`config.mk`:
```
export PLATFORM = sky130hd
export DESIGN_NAME = vga_out_stage
export DESIGN_NICKNAME = d
export VERILOG_FILES = /design/src/rtl/vga_out_stage.sv
export SDC_FILE = /design/constraint.sdc
export NUM_CORES = 1
export LEC_CHECK = 0
export CAP_MARGIN = 25
export CORE_AREA = 2 2 68 70
export DETAILED_ROUTE_END_ITERATION = 8
export DIE_AREA = 0 0 70 72
export GPL_TIMING_DRIVEN = 0
export PLACE_DENSITY = 0.85
export SLEW_MARGIN = 20
export SYNTH_ARGS = -nofsm -noshare
export SYNTH_HDL_FRONTEND = slang
export SYNTH_SLANG_ARGS = --single-unit
```
`constraint.sdc`:
```
create_clock -name clk -period 1.7 [get_ports clk]
set_clock_uncertainty 0.15 [all_clocks]
set_input_delay 0.34 -clock clk [delete_from_list [all_inputs] [get_ports clk]]
set_output_delay 0.34 -clock clk [all_outputs]
set_load 0.005 [all_outputs]
```
`src/rtl/vga_out_stage.sv`:
```
// Two-stage registered VGA output: delay-matches sync/visible to colour, blanks
// outside the visible area, applies sync polarity and offers a frame-latched test pattern.
module vga_out_stage #(
  parameter int unsigned BAR_WIDTH = 80,
  parameter bit          HSYNC_POL = 1'b0,
  parameter bit          VSYNC_POL = 1'b0
) (
  input  logic       clk,
  input  logic       rst_n,
  input  logic [5:0] rgb_in,
  input  logic       hsync_in,
  input  logic       vsync_in,
  input  logic       visible_in,
  input  logic [9:0] hpos,
  input  logic [9:0] vpos,
  input  logic [1:0] test_mode,
  input  logic [5:0] solid_rgb,
  output logic [5:0] rgb_out,
  output logic       hsync_out,
  output logic       vsync_out,
  output logic [7:0] frame_count,
  output logic [1:0] mode_active
);

  localparam int PXW = $clog2(BAR_WIDTH + 1);

  typedef enum logic [1:0] {
    MODE_PASS    = 2'd0,
    MODE_BARS    = 2'd1,
    MODE_CHECKER = 2'd2,
    MODE_SOLID   = 2'd3
  } mode_e;

  // Stage 1
  logic [5:0]     rgb_s1_q, rgb_s1_d;
  logic           hsync_s1_q, hsync_s1_d;
  logic           vsync_s1_q, vsync_s1_d;
  logic           vis_s1_q, vis_s1_d;
  logic [5:0]     pat_s1_q, pat_s1_d;
  logic           vsync_hist_q, vsync_hist_d;
  // Stage 2
  logic [5:0]     rgb_out_q, rgb_out_d;
  logic           hsync_out_q, hsync_out_d;
  logic           vsync_out_q, vsync_out_d;
  // Frame / pattern state
  logic [7:0]     frame_count_q, frame_count_d;
  mode_e          mode_q, mode_d;
  logic [PXW-1:0] bar_px_q, bar_px_d;
  logic [2:0]     bar_idx_q, bar_idx_d;

  logic           frame_edge;
  logic [2:0]     pix_bar_idx;
  logic [PXW-1:0] px_inc;
  logic           unused_vpos_bits;

  assign unused_vpos_bits = ^{vpos[9:6], vpos[4:0]};
  assign frame_edge       = vsync_in & ~vsync_hist_q;

  // NOTE: every always_comb output gets a default first so no path can infer a latch.
  always_comb begin
    bar_px_d      = bar_px_q;
    bar_idx_d     = bar_idx_q;
    pix_bar_idx   = bar_idx_q;
    px_inc        = bar_px_q + PXW'(1);
    frame_count_d = frame_count_q;
    mode_d        = mode_q;
    pat_s1_d      = 6'h00;

    // Column 0 restarts the bars; the counters then track min(h/BAR_WIDTH, 7).
    if (hpos == 10'd0) begin
      pix_bar_idx = 3'd0;
      bar_px_d    = PXW'(1);
      bar_idx_d   = 3'd0;
    end else if (px_inc == PXW'(BAR_WIDTH)) begin
      bar_px_d  = '0;
      bar_idx_d = (bar_idx_q == 3'd7) ? 3'd7 : bar_idx_q + 3'd1;
    end else begin
      bar_px_d = px_inc;
    end

    if (frame_edge) begin
      frame_count_d = frame_count_q + 8'd1;
      mode_d        = mode_e'(test_mode);
    end

    unique case (mode_q)
      MODE_BARS:    pat_s1_d = {{2{pix_bar_idx[2]}}, {2{pix_bar_idx[1]}}, {2{pix_bar_idx[0]}}};
      MODE_CHECKER: pat_s1_d = (hpos[5] ^ vpos[5] ^ frame_count_q[0]) ? 6'h3F : 6'h00;
      MODE_SOLID:   pat_s1_d = solid_rgb;
      default:      pat_s1_d = 6'h00;
    endcase

    rgb_s1_d     = rgb_in;
    hsync_s1_d   = hsync_in;
    vsync_s1_d   = vsync_in;
    vis_s1_d     = visible_in;
    vsync_hist_d = vsync_in;

    if (!vis_s1_q)               rgb_out_d = 6'h00;
    else if (mode_q == MODE_PASS) rgb_out_d = rgb_s1_q;
    else                          rgb_out_d = pat_s1_q;

    hsync_out_d = hsync_s1_q ~^ HSYNC_POL;
    vsync_out_d = vsync_s1_q ~^ VSYNC_POL;
  end

  // NOTE: sequential state uses non-blocking assignments so all flops update together.
  always_ff @(posedge clk) begin
    if (!rst_n) begin
      rgb_s1_q      <= '0;
      hsync_s1_q    <= 1'b0;
      vsync_s1_q    <= 1'b0;
      vis_s1_q      <= 1'b0;
      pat_s1_q      <= '0;
      vsync_hist_q  <= 1'b0;
      rgb_out_q     <= '0;
      hsync_out_q   <= ~HSYNC_POL;
      vsync_out_q   <= ~VSYNC_POL;
      frame_count_q <= '0;
      mode_q        <= MODE_PASS;
      bar_px_q      <= '0;
      bar_idx_q     <= '0;
    end else begin
      rgb_s1_q      <= rgb_s1_d;
      hsync_s1_q    <= hsync_s1_d;
      vsync_s1_q    <= vsync_s1_d;
      vis_s1_q      <= vis_s1_d;
      pat_s1_q      <= pat_s1_d;
      vsync_hist_q  <= vsync_hist_d;
      rgb_out_q     <= rgb_out_d;
      hsync_out_q   <= hsync_out_d;
      vsync_out_q   <= vsync_out_d;
      frame_count_q <= frame_count_d;
      mode_q        <= mode_d;
      bar_px_q      <= bar_px_d;
      bar_idx_q     <= bar_idx_d;
    end
  end

  assign rgb_out     = rgb_out_q;
  assign hsync_out   = hsync_out_q;
  assign vsync_out   = vsync_out_q;
  assign frame_count = frame_count_q;
  assign mode_active = mode_q;

endmodule

```
Word level (Yosys, flattened, before mapping)
Cells that the tools add are included.
{ "totals": {"reg_bits": 43, "input_bits": 39, "wordCells": 39, "out_inout_bits": 18} }
{ "op_classes": {"mux": 7, "eq_ne": 5, "add_sub_neg": 3, "n_reduce_logical": 5, "bitwise": 6} }
{ "op_table": {"columns": ["operator", "count"], "rows": [
  ["6-bit one-hot mux with 3 select lines", 1],
  ["6-bit 2-to-1 mux", 2],
  ["10-bit logical NOT", 1],
  ["8-bit by 1-bit adder with 8-bit output, second input constant", 1],
  ["7-bit by 1-bit adder with 7-bit output, second input constant", 1],
  ["7-bit equality test, second input constant", 1],
  ["3-bit 2-to-1 mux", 2],
  ["2-bit equality test, second input constant", 2],
  ["3-bit by 1-bit adder with 3-bit output, second input constant", 1],
  ["3-bit equality test, second input constant", 1],
  ["1-bit NOT", 3],
  ["3-bit OR reduction", 1],
  ["2-bit by 1-bit equality test with 1-bit output, second input constant", 1],
  ["2-bit logical NOT", 1],
  ["1-bit 2-to-1 mux", 2],
  ["2-bit AND reduction", 1],
  ["2-bit OR reduction", 1],
  ["1-bit XOR", 2],
  ["1-bit AND", 1]
]} }

Depth between registers and ports, before layout
{ "depth": {"word_depth": 4, "mapped_depth": 6, "mapped_depth_nobuf": 6} }

Worst setup path after synthesis
No wires, ideal clock.
{ "synth_path": {"path_kind": "flip-flop to flip-flop", "startpoint": "reg bar_px_q[0]", "endpoint": "reg bar_idx_q[0]", "slack_ns": -0.161, "n_path_buf": 0, "stages_incl_launch_ff": 7, "period_less_slack_ns": 1.861, "t_arrival_ns": 1.620, "setup_ns": 0.091, "t_required_ns": 1.459, "path_cell_list": "dfxtp_1 > ha_1 > and3_2 > o22ai_1 > a2111oi_4 > nor2_1 > a311oi_1"} }
{ "synth_via": {"elab_chain_len": 2} }
{ "synth_lines": {"columns": ["item", "line", "text"], "rows": [
  ["start, declared", "48", "logic [PXW-1:0] bar_px_q, bar_px_d;"],
  ["start signal, assigned", "135", "bar_px_q <= bar_px_d;"],
  ["7-bit by 1-bit adder with 7-bit output", "64", "px_inc = bar_px_q + PXW'(1);"],
  ["7-bit equality test", "74", "end else if (px_inc == PXW'(BAR_WIDTH)) begin"],
  ["end signal, assigned", "136", "bar_idx_q <= bar_idx_d;"],
  ["end, declared", "49", "logic [2:0] bar_idx_q, bar_idx_d;"]
]} }
Every way passes these cells.
A chain may end at the register's enable or synchronous reset.

Worst setup path after layout
Ends and elaborated chain as after synthesis.

==> reports/metrics.yaml <==
grt_pass1_vias: 1448
finalSetupTns_ns: -1.33
pin_count: 57
r2r_start: "bar_px_q[0]"
drt-total-wl_um: 3730
critPathKind: "reg -> reg"
dieArea_um2: 5040
synth_cell_types: 32
status: "finished with violations"
synth_area_um2: 1680
endpoint_kind: "register"
drive_above_1_share_pct: 18.1
placed_cells: 276
worstMarginPinSlew_ns: 0.625
ys_seq_area_share_pct: 51.4
fin_util_pct: 58.0
cts_buffer_depth: 2
start_util_pct: 39.3
synth_top_area_share_pct: 51.4
core_area_um2: 4260
cts_sinks: 43
clkTransAtPathRegs_ns: 0.08
gr-usage-all-layers_pct: 16.0
drtPass1Iterations: 4
diodes: 0
grt_setup_unrepaired: "yes"
gp_congestion: 0.747
ir_drop_uv: 691
hold_depth: 2
yosys-top-cells-area: "dfxtp_1 51%, and2_1 5.6%, nand2_1 4.7%"
antenna_found_initial: 0
r2r_slack_ns: -0.22
critPathMaxFanout: 5
power_density_nw_per_um2: 783
syn-num-nets: 220
htreeDepth: 2
grt_pass1_wl_um: 6280
worstPathRequired_ns: 1.76
drt-vias-per-instance: 4.85
ys_seq_elements: 43
antenna_left: 0
start_kind: "register"
finalCriticalPeriod_ns: 1.92
hold_path.class: "in -> reg"
clock.fmax_ghz: 0.521
rr_endpoint: "bar_idx_q[0]"
final_common_cell: "clkdlybuf4s50_1"
nets: 285
clock-root-buffer: "clkbuf_8"
min_to: "vsync_hist_q"
arrival_ns: 1.98
die_width_um: 70
r2r_cells: 6
fin_cells: 295
layout_worst_path_cycle_share_pct: 113
grt_max_degree: 15
overflow: 0
port_buffers: 47
hold_violations: 0
worstHoldStart: "vsync_in"
cts_tree: "built"
synth.avg_cell_area_um2: 9.47
yosys.area.top_type: "dfxtp_1"
leakagePower_nw: 0.921
power_mw: 1.94
rows: 24
drv_cap: 0
areaGrowthSynthToFinish_pct: 47.5
die_h_um: 72
failed_checks: "setup timing"
maxSlewHeadroom_pct: 57.9
finalSetupViolations: 7
setup_slack_ns: -0.218
clk_latency_ns: 0.31
hpwlAfterDp_um: 2560
hold_slack_ns: 0.128
wire_per_inst_um: 12.6
drcViolationCount: 0
numCtsBuffers: 5
final_cell_mix: "45 x clkdlybuf4s50_1, 33 x dfxtp_1, 21 x nand2_1"
syn_inst: 177
slew_viol_final: 0
yosysWarningCount: 0
drt_iter0_drc: 33
num_vias: 1431
==> registers in the layout, summed over array words and instances, names as in the netlist <==
signal        count
rgb_s1_q          6
hsync_out         1
mode_active       2
frame_count       8
pat_s1_q          6
bar_idx_q         3
hsync_s1_q        1
vsync_out         1
vsync_hist_q      1
rgb_out           6
vis_s1_q          1
bar_px_q          7
==> report_power, final <==
group	switching (mW)	internal (mW)	total, mW
logic	0.0873	0.139	0.227
registers	0.0210	1.04	1.06
clock network	0.366	0.286	0.651
total	0.474	1.46	1.94
==> worst max path at each step <==
| stage | startpoint | end | slack [ns] | depth (start not counted) |
|---|---|---|---|---|
| detailed placement | vsync_in | frame_count[7] | -0.43 | 6 |
| CTS | bar_px_q[0] | bar_idx_q[0] | -0.15 | 6 |
| floorplan | bar_px_q[1] | bar_px_q[6] | -0.03 | 5 |
| finish | bar_px_q[0] | bar_idx_q[0] | -0.22 | 6 |
| global route | bar_px_q[0] | bar_idx_q[2] | -0.34 | 7 |
| global placement | vsync_in | frame_count[7] | -0.38 | 6 |
==> synthesized netlist by cell type <==
library cell and n:
dfxtp_1 43, nand2_1 21, and2_1 15, a21oi_1 14, nor2_1 10, o21ai_0 10
xnor2_1 9, clkbuf_1 5, nor2b_1 5, ha_1 4, nand4_1 4, xor2_1 4
a21boi_0 3, a31oi_1 3, inv_1 3, mux2i_1 3, nand3_1 3, and3_1 2
nor4_1 2, or3_1 2, a2111oi_4 1, a211o_1 1, a211oi_1 1, a311oi_1 1
and3_2 1, and3b_2 1, and4_4 1, buf_1 1, buf_2 1, nor3b_1 1
o22ai_1 1, or2_2 1
==> metal layers <==
layer | wire, um | share of wire, % | track usage [%]
met5 | 0 | 0 | 0
met4 | 40 | 1.1 | 6.84
met3 | 172 | 4.6 | 5.97
met2 | 1980 | 53 | 29.4
met1 | 1540 | 41 | 16.5
==> final cells by class <==
cell class                 count  area (um^2)
buffer                         7         30.0
clock buffer                   5         68.8
clock inverter                 3         20.0
fill                         360         1790
inverter                       3         11.3
multi-input combinational    124          835
sequential                    43          883
tap                           52         65.1
timing repair buffer          58          558
==> kinds of logic after synthesis <==
group | count (synthesis) | share of synthesized area (%)
and+or+nand+nor | 69 | 21.6
DFF | 43 | 51.4
AOI/OAI and AO/OA | 35 | 13.1
xor gates and xnor gates | 13 | 6.80
buffers and inverters | 10 | 2.31
adders and majority gates | 4 | 2.99
muxes | 3 | 1.79
==> metrics by stage <==
stage	instance area, um^2	setup slack, ns
floorplan	1690	-0.0320
global placement	2230	-0.380
detailed placement	2230	-0.428
CTS	2390	-0.153
global route	2470	-0.344
finish	2470	-0.218
==> what timing repair did <==
item	in CTS	in global routing
pin swaps	4	8
cloned	0	0
setup buffers	6	5
setup endpoints to repair	22	18
resized for setup	14	10
hold buffers	0	0
==> critical path, stage by stage, from the launching register on <==
cell	delay (ns)
dfxtp_4	0.38
ha_4	0.16
xor2_2	0.14
nand4_1	0.17
a2111oi_4	0.51
nor2_1	0.08
a311oi_1	0.23
Note: power is estimated with default switching activity, not from simulation.
